File: src/rtl/baopoco_quant2_requant.sv
// baopoco_quant2_requant
// Second-stage requantizer for the BAO/poco F-engine. Each complex DIN_W-bit
// sample is scaled by a UFix_16_10 gain, rounded half-up, and saturated
// symmetrically to Fix_4_3 (-7..+7). Output is packed as {re[3:0], im[3:0]}.
// The gain is double-buffered and only changes on a spectrum sync. A clip
// counter reports the number of clipped valid samples in the previous
// spectrum.
//
// Optional feature macro: BAOPOCO_QUANT2_OVF_CNT_EN
//   defined   : clip counter, ovf_count and ovf_strobe are active
//   undefined : ovf_count and ovf_strobe are tied to zero
//
// Ports
//   user_clk   in   sole clock, rising edge
//   user_rst   in   synchronous active-high reset
//   gain_in    in   [31:0] gain word, [15:0] UFix_16_10, [31:16] ignored
//   sync_in    in   spectrum boundary, aligned with the first sample
//   din_valid  in   input sample qualifier
//   din_re     in   [DIN_W-1:0] real component, two's complement
//   din_im     in   [DIN_W-1:0] imaginary component, two's complement
//   sync_out   out  sync_in delayed by 4 cycles
//   dout_valid out  din_valid delayed by 4 cycles
//   dout       out  [7:0] {re, im}, each Fix_4_3
//   ovf_count  out  [CNT_W-1:0] clipped samples in the previous spectrum
//   ovf_strobe out  one-cycle pulse when ovf_count updates
//
// Pipeline (inputs at edge n appear after edge n+4):
//   S1 input register + gain select, S2 multiply (operand and product ranks),
//   S3 round, S4 saturate/pack/count.

module baopoco_quant2_requant #(
    parameter int unsigned DIN_W     = 18,
    parameter int unsigned CNT_W     = 16,
    parameter logic [15:0] GAIN_INIT = 16'h0400
) (
    input  logic             user_clk,
    input  logic             user_rst,
    input  logic [31:0]      gain_in,
    input  logic             sync_in,
    input  logic             din_valid,
    input  logic [DIN_W-1:0] din_re,
    input  logic [DIN_W-1:0] din_im,
    output logic             sync_out,
    output logic             dout_valid,
    output logic [7:0]       dout,
    output logic [CNT_W-1:0] ovf_count,
    output logic             ovf_strobe
);

    localparam int unsigned GW = 16;
    localparam int unsigned PW = DIN_W + 17;
    localparam int unsigned SH = (DIN_W - 1) + 10 - 3;
    localparam int unsigned RW = PW - SH;

    localparam logic signed [PW-1:0] RND   = $signed(PW'(1) << (SH - 1));
    localparam logic signed [RW-1:0] P7    = RW'(7);
    localparam logic signed [RW-1:0] N7    = -P7;

    // S1 registers
    logic [GW-1:0]           r_gain_active;
    logic signed [DIN_W-1:0] r_re1;
    logic signed [DIN_W-1:0] r_im1;
    // S2 registers (multiplier operand rank then product rank)
    logic signed [PW-1:0]    r_pre_m;
    logic signed [PW-1:0]    r_pim_m;
    logic signed [PW-1:0]    r_pre_p;
    logic signed [PW-1:0]    r_pim_p;
    // S3 registers
    logic signed [RW-1:0]    r_rre;
    logic signed [RW-1:0]    r_rim;
    // valid/sync delay line, index 3 is aligned with the S4 input
    logic [3:0]              r_vld;
    logic [3:0]              r_syn;
    // S4 registers
    logic [7:0]              r_dout;
    logic                    r_dout_valid;
    logic                    r_sync_out;

    logic [GW-1:0]           w_gain_sel;
    logic signed [PW-1:0]    w_re_x;
    logic signed [PW-1:0]    w_im_x;
    logic signed [PW-1:0]    w_g_x;
    logic signed [PW-1:0]    w_sre;
    logic signed [PW-1:0]    w_sim;
    logic                    w_re_hi;
    logic                    w_re_lo;
    logic                    w_im_hi;
    logic                    w_im_lo;
    logic [3:0]              w_re_n;
    logic [3:0]              w_im_n;

    // The sync-cycle sample already uses the incoming gain. Since the active
    // gain always loads the selected value, it equals the gain of the sample
    // held in S1 and feeds the multiplier directly.
    assign w_gain_sel = sync_in ? GW'(gain_in) : r_gain_active;

    // Signed sample times unsigned gain, both widened to the product width
    assign w_re_x = PW'(r_re1);
    assign w_im_x = PW'(r_im1);
    assign w_g_x  = $signed(PW'(r_gain_active));

    // Round half-up before the arithmetic shift
    assign w_sre = r_pre_p + RND;
    assign w_sim = r_pim_p + RND;

    // Symmetric saturation: -8 is never produced
    always_comb begin
        w_re_hi = (r_rre > P7);
        w_re_lo = (r_rre < N7);
        w_im_hi = (r_rim > P7);
        w_im_lo = (r_rim < N7);
        w_re_n  = w_re_hi ? 4'h7 : (w_re_lo ? 4'h9 : r_rre[3:0]);
        w_im_n  = w_im_hi ? 4'h7 : (w_im_lo ? 4'h9 : r_rim[3:0]);
    end

    // Data path and control delay line
    always_ff @(posedge user_clk) begin
        if (user_rst) begin
            r_gain_active <= GAIN_INIT;
            r_re1         <= '0;
            r_im1         <= '0;
            r_pre_m       <= '0;
            r_pim_m       <= '0;
            r_pre_p       <= '0;
            r_pim_p       <= '0;
            r_rre         <= '0;
            r_rim         <= '0;
            r_vld         <= '0;
            r_syn         <= '0;
            r_dout        <= '0;
            r_dout_valid  <= 1'b0;
            r_sync_out    <= 1'b0;
        end else begin
            r_gain_active <= w_gain_sel;
            r_re1         <= din_re;
            r_im1         <= din_im;
            r_pre_m       <= w_re_x * w_g_x;
            r_pim_m       <= w_im_x * w_g_x;
            r_pre_p       <= r_pre_m;
            r_pim_p       <= r_pim_m;
            r_rre         <= RW'(w_sre >>> SH);
            r_rim         <= RW'(w_sim >>> SH);
            r_vld         <= {r_vld[2:0], din_valid};
            r_syn         <= {r_syn[2:0], sync_in};
            r_dout        <= {w_re_n, w_im_n};
            r_dout_valid  <= r_vld[3];
            r_sync_out    <= r_syn[3];
        end
    end

    assign dout       = r_dout;
    assign dout_valid = r_dout_valid;
    assign sync_out   = r_sync_out;

`ifdef BAOPOCO_QUANT2_OVF_CNT_EN
    localparam logic [CNT_W-1:0] CNT_MAX = '1;

    logic [CNT_W-1:0] r_run;
    logic [CNT_W-1:0] r_ovf_count;
    logic             r_ovf_strobe;
    logic             w_clip;

    assign w_clip = r_vld[3] & (w_re_hi | w_re_lo | w_im_hi | w_im_lo);

    // Per-spectrum clip count; the sync-cycle sample belongs to the new spectrum
    always_ff @(posedge user_clk) begin
        if (user_rst) begin
            r_run        <= '0;
            r_ovf_count  <= '0;
            r_ovf_strobe <= 1'b0;
        end else begin
            r_ovf_strobe <= r_syn[3];
            if (r_syn[3]) begin
                r_ovf_count <= r_run;
                r_run       <= CNT_W'(w_clip);
            end else if (w_clip && (r_run != CNT_MAX)) begin
                r_run <= r_run + CNT_W'(1);
            end
        end
    end

    assign ovf_count  = r_ovf_count;
    assign ovf_strobe = r_ovf_strobe;
`else
    assign ovf_count  = CNT_W'(0);
    assign ovf_strobe = 1'b0;
`endif

endmodule

File: config.mk
export PLATFORM = sky130hd
export DESIGN_NAME = baopoco_quant2_requant
export DESIGN_NICKNAME = d
export VERILOG_FILES = /design/src/rtl/baopoco_quant2_requant.sv
export SDC_FILE = /design/constraint.sdc
export NUM_CORES = 2
export LEC_CHECK = 0
export CAP_MARGIN = 15
export CORE_AREA = 2 2 203 205
export DETAILED_ROUTE_END_ITERATION = 12
export DIE_AREA = 0 0 205 207
export PLACE_DENSITY = 0.92
export REMOVE_ABC_BUFFERS = 1
export SLEW_MARGIN = 20
export SYNTH_ARGS = -nofsm -noshare
export SYNTH_HDL_FRONTEND = slang
export SYNTH_SLANG_ARGS = --single-unit
export TNS_END_PERCENT = 10
File: constraint.sdc
create_clock -name user_clk -period 7.5 [get_ports user_clk]
set_input_delay 1.875 -clock user_clk [delete_from_list [all_inputs] [get_ports user_clk]]
set_output_delay 1.875 -clock user_clk [all_outputs]
set_load 0.05 [all_outputs]
* Yosys cells after proc, flatten, opt, wreduce, memory -nomap -nowiden *
Index checks and enable logic that the tools add are counted.

word-level totals
  register bits = 232
  output and inout bits = 27
  logic and storage cells = 30

cells by class
  $add $sub $neg = 2
  multiply operators = 2
  $lt $le $gt $ge = 4
  mux-type cells = 4
  reductions and logical operators = 2

operators by type and width
  operator                                                      number
  adder 35 x 25 -> 35 bit (second input constant)               2
  multiplier 18 x 17 -> 35 bit                                  2
  > comparator 11 x 4 -> 1 bit (second input constant)          2
  less-than comparator 11 x 4 -> 1 bit (second input constant)  2
  2-to-1 mux 4 bit                                              2
  2-to-1 mux 3 bit                                              2
  OR reduction 2 bit                                            2

* Logic depth before layout (Yosys ltp) *
  word-level depth = 3
  depth in mapped cells = 24
  mapped depth without buffers = 22

* Worst setup path after synthesis *
No wires, ideal clock.

  path type = register to register
  from = reg r_gain_active[2]
  to = reg r_pim_m[34]
  setup time = 79 ps
  arrival = 6,133 ps
  required time = 7,421 ps
  path slack = 1,288 ps
  cell stages (with the launch flop) = 21
  cells stage by stage = dfxtp_1 > clkbuf_1 > clkbuf_1 > nand2_1 > fa_1 > fa_1 > inv_1 > fa_1 > fa_1 > fa_1 > inv_1 > fa_1 > inv_1 > ha_1 > clkbuf_1 > and3_1 > nand2_1 > or3_1 > o211a_2 > or4_1 > o211ai_1

between the ends
  cells in the longest elaborated chain, start to end = 1

ends and longest elaborated chain
  what                          line  source
  start, declared               60    logic [GW-1:0] r_gain_active;
  start signal, assigned        134   r_gain_active <= w_gain_sel;
  multiplier 18 x 17 -> 35 bit  138   r_pim_m <= w_im_x * w_g_x;
  end signal, assigned          138
  end, declared                 65    logic signed [PW-1:0] r_pim_m;

Every way passes these cells.
A chain may end at the register's enable or synchronous reset.

* Worst setup path in the final report *
  from = reg r_gain_active[6]
  to = reg r_pim_m[34]

The elaborated chain is that of the path after synthesis.

==> metrics.log <==
[metrics] outcome: complete, no violations
[metrics] average wire per cell in the routed design: 17.15 um
[metrics] setup total negative slack: 0 ps
[metrics] shortest period the worst path allows: 6998 ps
[metrics] Num CTS Buffers: 17
[metrics] GPL Wtd Cong: 0.9151
[metrics] share of the synthesized area in compound gates (AO/OA/AOI/OAI): 4.030%
[metrics] Crit path top cell by count: sky130_fd_sc_hd__fa_1
[metrics] # port buffers: 65
[metrics] main flop type after synthesis: sky130_fd_sc_hd__dfxtp_1
[metrics] share of final-layout standard cells stronger than drive strength 1: 2.473%
[metrics] most used standard cell by instance count after synthesis: sky130_fd_sc_hd__inv_1
[metrics] Crit Path Category: reg2reg
[metrics] worst hold slack across all endpoints: 433.8 ps
[metrics] combined area of the multi-input logic cells: 19800 um2
[metrics] top post-synthesis cells by count: sky130_fd_sc_hd__inv_1 (736), sky130_fd_sc_hd__fa_1 (582), sky130_fd_sc_hd__nand2_1 (383)
[metrics] slowest CP cell: sky130_fd_sc_hd__dfxtp_1
[metrics] via count: 19200
[metrics] Bufs and invs on worst path: 4
[metrics] critical-path maximum fanout: 20
[metrics] number of placement rows: 74
[metrics] Cells after Synth: 2869
[metrics] critical path data arrival time: 7420 ps
[metrics] y dimension of the die: 207 um
[metrics] standard cell area after detailed placement: 26850 um2
[metrics] I/O Pins: 99
[metrics] clk sink count: 140
[metrics] Synth Area per Inst: 9.025 um2
[metrics] Tightest Pin Transition: 1084 ps
[metrics] clock slew at reported path FFs: 70 ps
[metrics] detailed router's first-iteration violation count: 1515
[metrics] number of hold-repair buffers added at the cts stage: 0
[metrics] via count of the first global-routing pass: 21700
[metrics] placeable core region: 40370 um2
[metrics] die outline area: 42440 um2
[metrics] unique cell type count in the Yosys netlist: 61
[metrics] slack of the worst reg-to-reg path: 500 ps
[metrics] H-Tree Depth: 4
[metrics] required time of the critical path: 7920 ps
[metrics] clock tree root driver cell: sky130_fd_sc_hd__clkbuf_16
[metrics] portion of the post-synthesis area used by sequential elements: 10.82%
[metrics] multiplexer fraction of the synthesized cell area: 0.7973%
[metrics] worst hold path type: reg2reg
[metrics] fraction of the mapped netlist area in simple logic gates: 16.30%
[metrics] Initial Utilization: 64.14%
[metrics] final cell area excluding filler cells: 27480 um2
[metrics] combinational family with the most area after synthesis: adder cells
[metrics] first-pass iteration count of the detailed router: 7
[metrics] die extent in x: 205 um
[metrics] Netlist Area Pre-Place: 25890 um2
[metrics] Period Utilization, post-route: 93.31%
[metrics] overall global routing resource usage: 29.51%
[metrics] Antenna Nets Post-Route: 0
[metrics] worst slew margin relative to its limit: 27.62%
[metrics] first-pass GRT wire length: 98.99 mm
[metrics] Achievable Freq: 142.9 MHz
[metrics] Hold Path Sink: dout_valid
[metrics] number of antenna violations at the first check in global routing: 1
[metrics] Max VDD drop: 0.1395 mV
[metrics] launching point of the worst reg2reg path: r_gain_active[6]
[metrics] critical path's largest stage delay: 840 ps
[metrics] cell types occupying the most area after synthesis: sky130_fd_sc_hd__fa_1 (45%), sky130_fd_sc_hd__dfxtp_1 (11%), sky130_fd_sc_hd__inv_1 (11%), sky130_fd_sc_hd__ha_1 (8.5%), sky130_fd_sc_hd__nand2_1 (5.6%)
[metrics] Top Family by Delay on Critical Path: adder cells
[metrics] cell-by-cell trace of the critical path: and2_1 > inv_1 > fa_1 > fa_1 > inv_1 > fa_1 > fa_1 > fa_1 > inv_1 > fa_1 > inv_1 > ha_1 > and2_0 > nand4_1 > or3_1 > o211a_2 > or4_1 > o211ai_1
[metrics] kind of capture point of the worst setup path: register
[metrics] logic depth of the worst register-to-register path: 18
[metrics] Placement Setup Slack: 662.7 ps
[metrics] clock tree skew after final layout: 15.37 ps
[metrics] leak pwr: 14.08 nW
[metrics] post-detailed-route DRC marker count: 0
[metrics] Layout area overhead: 6.118%
[metrics] count of final setup violators: 0
[metrics] asr flop ratio synth: 0%
[metrics] critical register-to-register path endpoint: r_pim_m[34]
[metrics] cell area power density: 155.6 nW/um2
[metrics] parity-gate share of the synthesized area counting xor and xnor cells: 1.590%
[metrics] Overflow after GRT: 0
[metrics] number of nets at the end of the flow: 3688
[metrics] TritonCTS clock tree: yes
[metrics] hold path cells: 1
[metrics] total detailed-routing wirelength: 58.39 mm
[metrics] adder-cell share of the synthesized area: 53.50%
[metrics] worst hold start: r_vld[3]
[metrics] RSZ-0062 raised after global routing: no
[metrics] area taken by flip-flops and latches: 2803 um2
[metrics] pin count of the biggest net entering global routing: 107
[metrics] placed cells: 3370
[metrics] fraction of post-synthesis cell area in the top cell type by area: 45.00%
[metrics] type of origin of the critical path: register
[metrics] max-cap check violation count: 0
[metrics] FILL cells: 2841
[metrics] final instance count without filler cells: 3404
[metrics] clock insertion delay at the later pin of the skew report: 500 ps
[metrics] number of slew-limit violations in the final report: 0
[metrics] number of post-CTS setup repair buffers: 0
[metrics] Ys Warns: 0
[metrics] placed wire-length estimate: 46.95 mm
[metrics] number of synthesized register bits: 140
[metrics] final hold viol count: 0
[metrics] buffer depth of the longest clock path: 2
[metrics] cell taking the most area after synthesis: sky130_fd_sc_hd__fa_1
[metrics] number of gates resized after CTS: 0
[metrics] worst path setup slack after routing: 502.0 ps
[metrics] detail-routed via count per cell: 5.640
[metrics] Post-synth EDFFs: 0
## report_power, final
group          total, mW  leakage, nW  switching, mW  internal (mW)
registers          0.996         1.16          0.127          0.869
clock network      0.870        0.284          0.425          0.445
logic               2.41         12.6           1.44          0.972
## routing by layer
metal	vias to the layer above	track usage, %	wire (um)
met4	0	15.63	3111
met1	9594	35.59	20900
met2	1020	49.06	28930
met5	-	0	0
li1	8276	-	-
met3	309	7.080	5454
## worst register-to-register path, cell delays in order, from the launching register on
cell	delay [ps]
sky130_fd_sc_hd__dfxtp_1	840
sky130_fd_sc_hd__and2_1	290
sky130_fd_sc_hd__inv_1	80
sky130_fd_sc_hd__fa_1	550
sky130_fd_sc_hd__fa_1	420
sky130_fd_sc_hd__inv_1	360
sky130_fd_sc_hd__fa_1	540
sky130_fd_sc_hd__fa_1	510
sky130_fd_sc_hd__fa_1	490
sky130_fd_sc_hd__inv_1	40
sky130_fd_sc_hd__fa_1	470
sky130_fd_sc_hd__inv_1	40
sky130_fd_sc_hd__ha_1	400
sky130_fd_sc_hd__and2_0	460
sky130_fd_sc_hd__nand4_1	310
sky130_fd_sc_hd__or3_1	390
sky130_fd_sc_hd__o211a_2	180
sky130_fd_sc_hd__or4_1	470
sky130_fd_sc_hd__o211ai_1	90
## cell families (layout without fill, tap and decap cells)
logic type                 Yosys count  after routing
AOI/OAI and AO/OA                  165            165
xor gates and xnor gates            47             47
adders and majority gates          758            758
buffers and inverters              871            857
DFF                                140            140
muxes                               20             20
other                                1             18
and+or+nand+nor                    867            867
## flip-flops by register name, summed over array words and instances, names as in the netlist
name / count
sync_out: 1
r_gain_active: 16
r_syn: 4
r_rre: 11
r_vld: 4
dout_valid: 1
r_im1: 18
r_pre_p: 12
r_pre_m: 12
r_pim_p: 12
r_re1: 18
r_pim_m: 12
dout: 8
r_rim: 11
## per-stage QoR
stage | utilization, % | power [mW]
after floorplan | - | 2.733
after global placement | 66.52 | 3.227
after detailed placement | 66.52 | 3.380
after CTS | 67.99 | 4.268
after global routing | 68.06 | 4.654
final | 68.06 | 4.275
## final cells by class
type | count | area share, %
multi-input cells | 1874 | 72.06
flip-flops and latches | 140 | 10.20
inverters | 736 | 10.05
repair buffers | 89 | 3.087
well taps | 532 | 2.423
clock buffers | 17 | 1.548
clock inverters | 15 | 0.6148
diodes | 1 | 0.009107
## cell usage in the layout (no fill, tap or decap), types with 6 or more instances in the layout
cell type,n
sky130_fd_sc_hd__buf_4,24
sky130_fd_sc_hd__conb_1,17
sky130_fd_sc_hd__ha_1,176
sky130_fd_sc_hd__and2_1,225
sky130_fd_sc_hd__a21o_1,9
sky130_fd_sc_hd__a21oi_1,63
sky130_fd_sc_hd__o21a_1,7
sky130_fd_sc_hd__o21bai_1,6
sky130_fd_sc_hd__dfxtp_1,140
sky130_fd_sc_hd__nor2b_1,80
sky130_fd_sc_hd__clkdlybuf4s50_1,64
sky130_fd_sc_hd__or3_1,7
sky130_fd_sc_hd__xor2_1,20
sky130_fd_sc_hd__mux2i_1,15
sky130_fd_sc_hd__fa_1,582
sky130_fd_sc_hd__o21ai_0,26
sky130_fd_sc_hd__clkbuf_16,17
sky130_fd_sc_hd__nor2_1,82
sky130_fd_sc_hd__xnor2_1,27
sky130_fd_sc_hd__o31ai_1,6
sky130_fd_sc_hd__o211ai_1,9
sky130_fd_sc_hd__nor3_1,12
sky130_fd_sc_hd__inv_1,736
sky130_fd_sc_hd__and3_1,14
sky130_fd_sc_hd__nand3_1,33
sky130_fd_sc_hd__nand4_1,10
sky130_fd_sc_hd__nand2_1,383
## how the worst max path moves through the flow
stage,start,endpoint,slack (ps),cells after the start
6_report,r_gain_active[6],r_pim_m[34],500,18
5_1_grt,r_gain_active[6],r_pre_m[31],250,20
4_1_cts,r_gain_active[6],r_pre_m[31],610,20
3_5_place_dp,r_gain_active[6],r_pre_m[31],660,20
3_3_place_gp,r_gain_active[6],r_pre_m[31],830,20
2_1_floorplan,r_gain_active[2],r_pim_m[34],1210,17
(Power assumes the default switching activity.)
==> patch 1, RTL diff (same settings) <==
The parameter `DIN_W` goes from 18 to 9.
--- a/src/rtl/baopoco_quant2_requant.sv
+++ b/src/rtl/baopoco_quant2_requant.sv
@@ -31,3 +31,3 @@
 module baopoco_quant2_requant #(
-    parameter int unsigned DIN_W     = 18,
+    parameter int unsigned DIN_W     = 9,
     parameter int unsigned CNT_W     = 16,
Interface: changed (resized din_im and din_re); port bits go from 99 to 81. No check against the original RTL was run, so the function may have changed too.
==> patch 1 against the original RTL <==
  * Clock skew rose by 4.7 ps
  * Final cell count fell by 43%
  * Maximum frequency increased by 24%
  * Sequential cell count shrank 18
  * Via count down 50%
  * Die area is the same
  * Design area fell by 47%
  * Area after synthesis is 50% lower
  * Critical path depth shrank 3
  * Count of clock-buffer cells in the layout grew 1
  * Routed wire length fell by 50%
  * Power fell by 44%
  * Setup slack gained 1300 ps
  * Highest routed layer is now met5
==> patch 1: results (changes against the original RTL) <==
| Metric | Value | Change |
|---|---|---|
| Met3 global-route usage | 0.0274 | was 0.0708 |
| PnR Total Power | 2380 µW | was 4270 µW |
| Dpl hpwl | 21.2 mm | was 46.9 mm |
| R2R setup slack | 1840 ps | was 500 ps |
| Worst R2R End | r_pim_m[21] | was r_pim_m[34] |
| DR iter-0 viols | 675 | was 1515 |
| Sequential-to-total area share from yosys stat | 0.187 | was 0.108 |
| Largest register FFs | 16 |  |
| Top layer in use | met5 | was met4 |
| GR Util All Layers | 0.144 | was 0.295 |
| Filler instances | 3882 | was 2841 |
| Non-filler instance count after layout | 1948 | was 3404 |
| Clk_skew | 20.0 ps | was 15.4 ps |
| XOR/XNOR Fraction of Synth Area | 0.0168 | was 0.0159 |
| Total iterations of the first detailed-routing run | 5 | was 7 |
| Number of global-route vias before repair | 10600 | was 21700 |
| Standby leakage power | 0.00701 µW | was 0.0141 µW |
| Normalized max-slew margin | 0.274 | was 0.276 |
| Insertion delay to the later sink of the worst-skew pair | 450 ps | was 500 ps |
| Average cell area after synthesis | 9.31 µm² | was 9.02 µm² |
| Total of buffers placed on input and output ports | 47 | was 65 |
| Distinct cell type count after synthesis | 58 | was 61 |
| Length of routed wiring on met1 | 11.7 mm | was 20.9 mm |
| Largest net degree at the start of global routing | 97 | was 107 |
| CTS clk-pin slew, worst paths | 60 ps |  |
| Worst R2R Path Depth | 15 | was 18 |
| Worst vdd ir | 0.150 mV | was 0.139 mV |
| Commonest cells in the netlist | fa_1 (196), inv_1 (163), nand2_1 (149) | was inv_1 (736), fa_1 (582), nand2_1 (383) |
| Ratio of cells with drive above 1 in the final layout | 0.0353 | was 0.0247 |
| Met1 demand-to-capacity share in global routing | 0.173 | was 0.356 |
| Met2 capacity usage during global routing | 0.249 | was 0.491 |
| Clock share of power | 0.360 | was 0.204 |
| Global-route wire length before repair | 49.5 mm | was 99.0 mm |
| Number of antenna diodes | 0 | was 1 |
| Met2 layer wire length in the routed design | 14.4 mm | was 28.9 mm |
| Stage delay of the slowest cell on the critical path | 790 ps | was 840 ps |
| Worst r2r src | r_gain_active[11] | was r_gain_active[6] |
| Vias/cell | 4.98 | was 5.64 |
| Part of the power in combinational logic | 0.308 | was 0.563 |
| Internal power consumption | 1540 µW | was 2290 µW |
| Largest fanout on the critical path | 19 | was 20 |
| CP Data Arrival Time | 5930 ps | was 7420 ps |
| Worst hold start | r_pim_m[16] | was r_vld[3] |
| Outcome | completed | unchanged |
| Compound-Gate Fraction of Synth Area | 0.0601 | was 0.0403 |
| Total met3 wirelength after detailed routing | 2.04 mm | was 5.45 mm |
| Arithmetic-cell share of the synthesized area counting full adders, half adders and majority gates | 0.425 | was 0.535 |
| Net count, final | 1784 | was 3688 |
| Global placement routability congestion | 0.876 | was 0.915 |
| Routed len/inst | 14.9 µm | was 17.2 µm |
==> patch 1: cell count changes in the layout (fill, tap and decap cells not counted), sizes merged, moves of 8 or more <==
cell           change
nor2              -13
xnor2             -12
fa               -386
nand2            -233
nand2b             +8
dfxtp             -18
ha                -46
xor2              -10
and2              -94
a21oi             -20
clkdlybuf4s50     -18
inv              -579
nor2b             +13
buf               -21
==> patch 1: area by class of cell <==
class,instances,area (µm²),share of cell area
Multi-Input combinational cell,1050,9680,0.668
Sequential cell,122,2440,0.169
Tap cell,532,666,0.0459
Inverter,163,612,0.0422
Timing Repair Buffer,50,490,0.0339
Clock buffer,18,429,0.0296
Clock inverter,13,170,0.0117
==> patch 1: worst reg2reg max path: cells and delay by family (launching register included) <==
kind | cells | cell delay [ps]
flops | 1 | 790
buf+inv | 3 | 160
compound gates | 4 | 1430
simple gates | 2 | 370
fa+ha+maj | 6 | 2720
==> patch 1: worst max-delay path by stage <==
stage / cells after the start / endpoint / slack [ps] / from
after floorplan: 14 / r_pre_m[23] / 2600 / r_re1[8]
after global placement: 14 / r_pre_m[24] / 2080 / r_gain_active[3]
after detailed placement: 14 / r_pre_m[24] / 1960 / r_gain_active[2]
after CTS: 14 / r_pre_m[24] / 1940 / r_gain_active[2]
after global routing: 16 / r_pim_m[22] / 1590 / r_gain_active[11]
final: 15 / r_pim_m[21] / 1840 / r_gain_active[11]
==> patch 1: metrics by stage <==
step | setup slack, ps | area [µm²] | utilization | hold slack [ps]
finish | 1840 | 14500 | 0.359 | 432
detailed placement | 1960 | 13900 | 0.344 | 423
global route | 1590 | 14500 | 0.359 | 444
global placement | 2080 | 13900 | 0.344 | 419
CTS | 1940 | 14500 | 0.359 | 432
floorplan | 2600 | 12700 | - | 414
==> patch 2, RTL diff (config.mk and constraints unchanged) <==
Without the edit above. Take the reset off `r_dout` and load it in a clocked block of its own.
--- a/src/rtl/baopoco_quant2_requant.sv
+++ b/src/rtl/baopoco_quant2_requant.sv
@@ -129,3 +129,2 @@
             r_syn         <= '0;
-            r_dout        <= '0;
             r_dout_valid  <= 1'b0;
@@ -144,3 +143,2 @@
             r_syn         <= {r_syn[2:0], sync_in};
-            r_dout        <= {w_re_n, w_im_n};
             r_dout_valid  <= r_vld[3];
@@ -148,2 +146,6 @@
         end
+    end
+
+    always_ff @(posedge user_clk) begin
+        r_dout <= {w_re_n, w_im_n};
     end
Function: changed (a bounded check fails within 10 cycles, from zero or initial values and one cycle with user_rst high; the reset may be asserted at any time).
==> patch 2 against the original RTL <==
  * Routed wire length rose by 5.3%
  * Sequential cell count unchanged
  * Sequential share of layout area increased by 0.072 points
  * Clock skew shrank 3.2 ps
  * Setup slack worse by 66 ps
  * Count of clock-buffer cells in the layout unchanged
  * Power fell by 0.60%
  * Design area down 0.70%
  * Combinational power fell by 2%
  * Area after synthesis shrank 1.6%
  * Die area unchanged
  * Largest cell class unchanged
==> patch 2: results (changes against the original RTL) <==
| Metric | Value | Change |
|---|---|---|
| Post-layout utilization of the core | 0.676 | was 0.681 |
| Worst R2R End | r_pim_m[33] | was r_pim_m[34] |
| Clock-cell share | 0.0226 | was 0.0216 |
| Outcome | completed | unchanged |
| Dpl hpwl | 48.6 mm | was 46.9 mm |
| Largest fanout on the critical path | 11 | was 20 |
| Non-filler instance count after layout | 3346 | was 3404 |
| CP Data Arrival Time | 7400 ps | was 7420 ps |
| Fraction of area in registers | 0.103 | was 0.102 |
| Commonest cells in the netlist | inv_1 (737), fa_1 (582), nand2_1 (371) | was inv_1 (736), fa_1 (582), nand2_1 (383) |
| Number of signal-net buffers in the layout | 111 | was 89 |
| Post-DP Area | 26700 µm² | was 26900 µm² |
| Distinct cell type count after synthesis | 53 | was 61 |
| DR iter-0 viols | 1482 | was 1515 |
| Largest net degree at the start of global routing | 83 | was 107 |
| Filler instances | 2831 | was 2841 |
| Clk_skew | 12.2 ps | was 15.4 ps |
| Ratio of cells with drive above 1 in the final layout | 0.0295 | was 0.0247 |
| Normalized max-slew margin | 0.328 | was 0.276 |
| Post-Synthesis Cells | 2788 | was 2869 |
| Total area of multi-input combinational cells | 19400 µm² | was 19800 µm² |
| Arithmetic-cell share of the synthesized area counting full adders, half adders and majority gates | 0.544 | was 0.535 |
| WHS Path Cells | 0 | was 1 |
| Worst vdd ir | 0.255 mV | was 0.139 mV |
| Compound-Gate Fraction of Synth Area | 0.0358 | was 0.0403 |
| Cell with the largest stage delay on the worst path | a2111oi_0 | was dfxtp_1 |
| Share of synthesized area spent on multiplexers | 0.00717 | was 0.00797 |
## patch 2: per-layer routing
| metal | GRT usage | wire length, µm | vias up |
|---|---|---|---|
| met5 | 0 | 0 | - |
| met4 | 0.176 | 3840 | 0 |
| met3 | 0.0588 | 5740 | 343 |
| met2 | 0.524 | 30700 | 1147 |
| met1 | 0.374 | 21200 | 9377 |
| li1 | - | - | 8043 |
## patch 2: worst max-delay path by stage
stage                     startpoint          end  slack, ps  cells after the start
floorplan           r_gain_active[2]  r_pim_m[34]       1220                     19
CTS                 r_gain_active[2]  r_pim_m[33]        550                     18
detailed placement  r_gain_active[2]  r_pim_m[33]        630                     18
finish              r_gain_active[3]  r_pim_m[33]        440                     18
global placement    r_gain_active[2]  r_pim_m[33]        770                     18
global route        r_gain_active[3]  r_pim_m[34]        100                     18
## patch 2: power groups by stage
stage                     clock (µW)  sequential [µW]  combinational, µW
after floorplan                    0             1040               1620
final                            892              992               2370
after CTS                        899              985               2350
after detailed placement           0             1000               2320
after global routing             931             1000               2660
after global placement             0              993               2160
